[src/rtl/ent_sample_buffer_pkg.sv]
// ent_sample_buffer_pkg
// Shared constants for the entropy sample buffer: register addresses,
// identification words, CTRL/STATUS bit positions and the capture FSM
// state encoding.
package ent_sample_buffer_pkg;

  localparam logic [7:0] ADDR_NAME0   = 8'h00;
  localparam logic [7:0] ADDR_NAME1   = 8'h01;
  localparam logic [7:0] ADDR_VERSION = 8'h02;
  localparam logic [7:0] ADDR_CTRL    = 8'h08;
  localparam logic [7:0] ADDR_STATUS  = 8'h09;
  localparam logic [7:0] ADDR_DATA    = 8'h0A;

  localparam logic [31:0] NAME0_VALUE = 32'h656e7473;  // "ents"
  localparam logic [31:0] NAME1_VALUE = 32'h62756666;  // "buff"

  localparam int CTRL_ENABLE_BIT      = 0;
  localparam int CTRL_FLUSH_BIT       = 1;
  localparam int CTRL_SINGLE_SHOT_BIT = 2;

  localparam int STATUS_EMPTY_BIT    = 0;
  localparam int STATUS_FULL_BIT     = 1;
  localparam int STATUS_OVERFLOW_BIT = 2;
  localparam int STATUS_STATE_LSB    = 3;
  localparam int STATUS_COUNT_LSB    = 8;

  typedef enum logic [1:0] {
    CAP_IDLE    = 2'b00,
    CAP_CAPTURE = 2'b01,
    CAP_HALT    = 2'b10
  } cap_state_t;

endpackage

[src/rtl/ent_fifo.sv]
// ent_fifo
// Synchronous FIFO of 32-bit words with combinational head output.
// Ports: clk, reset (sync, active-high), push/din, pop/dout (dout shows the
// oldest word), flush (clears pointers and count, wins over push/pop),
// full, empty, count (0..DEPTH).
module ent_fifo #(
  parameter int DEPTH = 32
) (
  input  logic                     clk,
  input  logic                     reset,
  input  logic                     push,
  input  logic                     pop,
  input  logic                     flush,
  input  logic [31:0]              din,
  output logic [31:0]              dout,
  output logic                     full,
  output logic                     empty,
  output logic [$clog2(DEPTH):0]   count
);

  localparam int AW = $clog2(DEPTH);
  localparam logic [AW:0] DEPTH_COUNT = (AW+1)'(DEPTH);

  logic [31:0]   mem [DEPTH];
  logic [AW-1:0] wr_ptr;
  logic [AW-1:0] rd_ptr;
  logic          do_push;
  logic          do_pop;

  assign full    = (count == DEPTH_COUNT);
  assign empty   = (count == '0);
  assign do_pop  = pop & ~empty;
  // When full, a push only fits because the same-cycle pop frees the slot.
  assign do_push = push & (~full | do_pop);
  assign dout    = mem[rd_ptr];

  always_ff @(posedge clk) begin
    if (reset || flush) begin
      wr_ptr <= '0;
      rd_ptr <= '0;
      count  <= '0;
    end else begin
      if (do_push) wr_ptr <= wr_ptr + 1'b1;
      if (do_pop)  rd_ptr <= rd_ptr + 1'b1;
      case ({do_push, do_pop})
        2'b10:   count <= count + 1'b1;
        2'b01:   count <= count - 1'b1;
        default: ;
      endcase
    end
  end

  always_ff @(posedge clk) begin
    if (do_push) mem[wr_ptr] <= din;
  end

endmodule

[src/rtl/ent_sample_buffer.sv]
// ent_sample_buffer
// Captures entropy sample words into a FIFO under control of a small capture
// FSM; software drains them through a register bus.
// Ports: clk, reset (sync, active-high); bus cs/we/address/write_data with
// combinational read_data/error; sample_valid/sample_data sample stream;
// debug = {overflow, full, count saturated at 63}.
//
// state   | meaning
// IDLE    | not capturing, samples ignored
// CAPTURE | samples pushed into the buffer
// HALT    | single-shot buffer filled, waiting for disable or flush
module ent_sample_buffer
  import ent_sample_buffer_pkg::*;
#(
  parameter int          DEPTH        = 32,
  parameter logic [31:0] CORE_VERSION = 32'h30_2e_31_30
) (
  input  logic        clk,
  input  logic        reset,
  input  logic        cs,
  input  logic        we,
  input  logic [7:0]  address,
  input  logic [31:0] write_data,
  output logic [31:0] read_data,
  output logic        error,
  input  logic        sample_valid,
  input  logic [31:0] sample_data,
  output logic [7:0]  debug
);

  localparam int CW = $clog2(DEPTH) + 1;

  cap_state_t      state;
  cap_state_t      state_next;
  logic            capture_active;
  logic            enable;
  logic            single_shot;
  logic            overflow;
  logic [CW-1:0]   count;
  logic [8:0]      count_ext;
  logic [5:0]      count_sat;
  logic            full;
  logic            empty;
  logic [31:0]     fifo_dout;
  logic            addr_mapped;
  logic            addr_ro;
  logic            ctrl_write;
  logic            flush;
  logic            pop;
  logic            push;
  logic [31:0]     status_word;
  logic            unused_write_data;

  assign unused_write_data = ^write_data[31:3];

  always_comb begin
    addr_mapped = 1'b1;
    addr_ro     = 1'b1;
    case (address)
      ADDR_NAME0, ADDR_NAME1, ADDR_VERSION, ADDR_STATUS, ADDR_DATA: ;
      ADDR_CTRL: addr_ro     = 1'b0;
      default:   addr_mapped = 1'b0;
    endcase
  end

  assign error = cs & (~addr_mapped | (we & addr_ro) |
                       (~we & (address == ADDR_DATA) & empty));

  assign ctrl_write = cs & we & (address == ADDR_CTRL);
  assign flush      = ctrl_write & write_data[CTRL_FLUSH_BIT];
  assign pop        = cs & ~we & (address == ADDR_DATA) & ~empty;
  // A sample arriving in the flush cycle is discarded.
  assign push       = capture_active & sample_valid & ~flush;

  always_ff @(posedge clk) begin
    if (reset) begin
      enable      <= 1'b0;
      single_shot <= 1'b0;
    end else if (ctrl_write) begin
      enable      <= write_data[CTRL_ENABLE_BIT];
      single_shot <= write_data[CTRL_SINGLE_SHOT_BIT];
    end
  end

  // Overflow only records drops in free-running mode; single-shot fills
  // intentionally stop at full.
  always_ff @(posedge clk) begin
    if (reset || flush)
      overflow <= 1'b0;
    else if (push && full && !pop && !single_shot)
      overflow <= 1'b1;
  end

  always_ff @(posedge clk) begin
    if (reset) state <= CAP_IDLE;
    else       state <= state_next;
  end

  always_comb begin
    state_next = state;
    case (state)
      CAP_IDLE:    if (enable) state_next = CAP_CAPTURE;
      CAP_CAPTURE: begin
        if (!enable)                 state_next = CAP_IDLE;
        else if (single_shot && full) state_next = CAP_HALT;
      end
      CAP_HALT:    if (!enable || flush) state_next = CAP_IDLE;
      default:     state_next = CAP_IDLE;
    endcase
  end

  always_comb begin
    capture_active = (state == CAP_CAPTURE);
  end

  ent_fifo #(.DEPTH(DEPTH)) u_fifo (
    .clk   (clk),
    .reset (reset),
    .push  (push),
    .pop   (pop),
    .flush (flush),
    .din   (sample_data),
    .dout  (fifo_dout),
    .full  (full),
    .empty (empty),
    .count (count)
  );

  assign count_ext = 9'(count);
  assign count_sat = (count_ext > 9'd63) ? 6'd63 : count_ext[5:0];
  assign debug     = {overflow, full, count_sat};

  always_comb begin
    status_word                               = '0;
    status_word[STATUS_EMPTY_BIT]             = empty;
    status_word[STATUS_FULL_BIT]              = full;
    status_word[STATUS_OVERFLOW_BIT]          = overflow;
    status_word[STATUS_STATE_LSB +: 2]        = state;
    status_word[STATUS_COUNT_LSB +: 9]        = count_ext;
  end

  always_comb begin
    read_data = '0;
    if (cs && !we && !error) begin
      case (address)
        ADDR_NAME0:   read_data = NAME0_VALUE;
        ADDR_NAME1:   read_data = NAME1_VALUE;
        ADDR_VERSION: read_data = CORE_VERSION;
        ADDR_CTRL: begin
          read_data[CTRL_ENABLE_BIT]      = enable;
          read_data[CTRL_SINGLE_SHOT_BIT] = single_shot;
        end
        ADDR_STATUS:  read_data = status_word;
        ADDR_DATA:    read_data = fifo_dout;
        default:      read_data = '0;
      endcase
    end
  end

endmodule

[config.mk]
export PLATFORM = sky130hd
export DESIGN_NAME = ent_sample_buffer
export DESIGN_NICKNAME = d
export VERILOG_FILES = /design/src/rtl/ent_sample_buffer_pkg.sv /design/src/rtl/ent_fifo.sv /design/src/rtl/ent_sample_buffer.sv
export SDC_FILE = /design/constraint.sdc
export NUM_CORES = 1
export LEC_CHECK = 0
export ABC_AREA = 1
export CAP_MARGIN = 20
export CORE_MARGIN = 2
export CORE_UTILIZATION = 54
export CTS_BUF_LIST = sky130_fd_sc_hd__clkbuf_4 sky130_fd_sc_hd__clkbuf_8
export DETAILED_ROUTE_END_ITERATION = 8
export PLACE_DENSITY_LB_ADDON = 0.05
export SLEW_MARGIN = 20
export SYNTH_ARGS = -nofsm -noshare
export SYNTH_HDL_FRONTEND = slang
export SYNTH_SLANG_ARGS = --single-unit
[constraint.sdc]
create_clock -name clk -period 5.9 [get_ports clk]
set_clock_uncertainty 0.05 [all_clocks]
set_input_delay 1.18 -clock clk [delete_from_list [all_inputs] [get_ports clk]]
set_output_delay 1.18 -clock clk [all_outputs]
set_load 0.02 [all_outputs]
==> qor.csv <==
stage;metric;value;unit
final_layout;share of layout cells above drive strength 1;14.0;%
drt;DRT Wirelength;117000;um
yosys;Synth Net Count;3168;
final_layout;commonest non-fill, non-tap cell in the layout;edfxtp_1;
timing;Final WS setup;0.337;ns
critical_path;slowest CP cell;dfxtp_4;
grt;vias in the first global route;26600;
timing;final worst path period need;5.56;ns
drt;DR WL/cell;26.9;um
clock_network;buffer depth of the longest clock path;3;
power;Power per Cell Area;304;nW/um^2
drt;Post-route DRC;0;
min_path;class of the worst hold path;flop to flop;
yosys;EDFF count, synth;1024;
clock_network;worst skew pair latency;0.81;ns
power;Leak;15.0;nW
clock_network;Clock Tree Root;clkbuf_8;
critical_path;CP most frequent cell;nand3_1;
clock_network;Sink Count;1050;
yosys;Ys Warns;0;
yosys;syn_area_per_cell;13.5;um^2
critical_path;Crit path largest cell delay;0.68;ns
yosys;post-synthesis sequential area ratio;75.2;%
clock_network;H-tree levels;4;
placed_design;Placer Congestion;0.874;
critical_path;WS Path Type;flop to primary output;
floorplan;Die X-Extent;282;um
power;peak supply drop;0.000233;V
critical_path;Critical Path RT;4.67;ns
critical_path;CP endpoint kind;primary output;
floorplan;# IOs;118;
grt;total grt overflow;0;
final_layout;leading cell types in the layout, fill and taps excluded;edfxtp_1 (1024), nor2_1 (551), o21ai_0 (522);
yosys;Synth Register Bits;1050;
yosys;top_reg_cell synth;edfxtp_1;
yosys;ys async rst share;0;%
clock_network;post-CTS sizing;0;
run_status;outcome;complete, no violations;
placed_design;Port-buffer cells;88;
clock_network;setup bufs post-CTS;0;
drt;DRT antenna net count;0;
final_layout;Area Growth Syn to Fin;13.7;%
timing;Final Hold Fails;0;
timing;Tcrit/Tclk final;94.3;%
timing;WHS;0.428;ns
timing;Worst-Margin Slew;1.11;ns
critical_path;Critical Path Source Type;flop;
clock_network;CTS tree;done;
floorplan;Initial Util;54.7;%
drt;DR iter-0 viols;3142;
critical_path;Cell Chain, Critical Path;clkinv_4 > buf_4 > o21ai_0 > o22ai_1 > o211ai_1 > nand3_1 > nand3_1 > a21oi_1 > clkdlybuf4s50_1;
timing;fin. max-slew vios;0;
placed_design;pre-CTS setup slack;0.532;ns
timing;Final Setup Violations;0;
grt;first-pass GRT wire length;172000;um
critical_path;Worst Path Buf+Inv;3;
clock_network;CTS clk-pin slew, worst paths;0.06;ns
timing;unrepaired setup endpoints after global routing;false;
critical_path;CP arrival;4.33;ns
clock_network;Inserted Clock Buffers;168;
yosys;cell area after synthesis;41600;um^2
timing;Max Clock Freq;0.180;GHz
floorplan;Die ar.;79200;um^2
drt;via count;27400;
critical_path;CP Max Fanout;56;
floorplan;die height;282;um
grt;total global-route track usage;29.7;%
yosys;Syn Inst Count;3085;
placed_design;Final HPWL DP;64100;um
timing;Slew HR;25.9;%
drt;DRT Pass-1 Iters;5;
final_layout;Final #Nets;3294;
grt;initial antenna violation count;2;
run;MaxCap Viol Count;0;
drt;routed vias/inst;6.29;
yosys;Netlist cell types;40;
floorplan;Core Area;76100;um^2
grt;largest net degree at the start of global routing;121;
final_layout;fill count;5858;
critical_path;Worst path top cell family by delay;buffers and inverters;
floorplan;Rows;101;
timing;Setup TNS;0;ns
clock_network;Post-CTS Hold Fix Bufs;0;
## routing by layer
layer / global-route usage [%] / wire (um) / vias to the layer above
li1: - / - / 12100
met1: 42.3 / 48800 / 13900
met2: 46.2 / 54800 / 1282
met3: 5.85 / 10200 / 201
met4: 10.5 / 3400 / 0
met5: 0 / 0 / -
## cells by family (layout without fill, tap and decap cells)
| kind of cell | count (synthesis) | after routing | share of synthesized area [%] |
|---|---|---|---|
| adders and majority gates | 6 | 6 | 0.181 |
| other | 0 | 2 | 0 |
| xor gates and xnor gates | 1 | 1 | 0.0211 |
| DFF | 1050 | 1050 | 75.2 |
| and+or+nand+nor | 866 | 866 | 8.73 |
| AOI/OAI and AO/OA | 877 | 877 | 12.9 |
| muxes | 5 | 5 | 0.120 |
| buffers and inverters | 280 | 526 | 2.82 |
## through the flow
stage          area, um^2  utilization, %  power (mW)  instances
6_report            47300            62.1        14.4       4363
4_1_cts             47400            62.3        14.5       4361
3_3_place_gp        44100            58.0        8.48       4071
5_1_grt             47300            62.1        14.8       4362
3_5_place_dp        44100            58.0        8.49       4071
2_1_floorplan       41600               -        8.35       3085
## power breakdown
group	switching, mW	internal, mW	total (mW)
registers	0.000152	8.18	8.18
logic	0.121	0.0242	0.145
clock network	2.77	3.28	6.05
total	2.90	11.5	14.4
## worst paths after layout
path,from,end,slack (ns),cells after the start
max,flop,read_data[0],0.34,9
min,u_fifo.rd_ptr[4],flop,0.43,2
max reg2reg,u_fifo.count[0],u_fifo.mem[26][2],2.62,9
min reg2reg,u_fifo.rd_ptr[4],flop,0.43,2
## registers in the layout (all words and copies together), names as in the netlist, named ones only
signal,cells
u_fifo.wr_ptr,5
u_fifo.mem,1024
overflow,1
u_fifo.rd_ptr,5
enable,1
state,2
u_fifo.count,6
single_shot,1
## area by class of cell
type	count	area, um^2	area share (%)
Antenna cell	2	5.00	0.0106
Clock buffer	249	2950	6.25
Clock inverter	41	284	0.601
Inverter	48	196	0.416
Multi-Input combinational cell	1755	9370	19.8
Sequential cell	1050	31300	66.2
Timing Repair Buffer	188	1870	3.97
Tap cell	1030	1290	2.73
## synth_stat cells, types with 2 or more instances
library cell,instances,area (um^2)
a21oi_1,38,190
a31oi_1,8,50.1
and3_1,2,12.5
buf_1,8,30.0
buf_2,70,350
buf_4,9,67.6
clkbuf_1,145,544
clkinv_1,3,11.3
dfxtp_1,26,521
edfxtp_1,1024,30700
ha_1,6,75.1
inv_1,35,131
inv_2,10,37.5
mux2i_1,5,50.1
nand2_1,49,184
nand2_2,8,50.1
nand2_4,3,33.8
nand3_1,197,986
nand3_2,3,30.0
nand4_1,3,18.8
nor2_1,580,2180
nor2_2,5,31.3
nor2_4,2,22.5
nor3_1,9,45.0
nor3_2,2,20.0
o211ai_1,60,450
o21ai_0,522,2610
o21ai_1,3,15.0
o221ai_1,196,1720
o22ai_1,44,275
## tightest hold or removal path: stages (launching register included)
cell and delay (ns):
dfxtp_1 0.30, inv_1 0.06, a21oi_1 0.07
(Power assumes the default switching activity.)
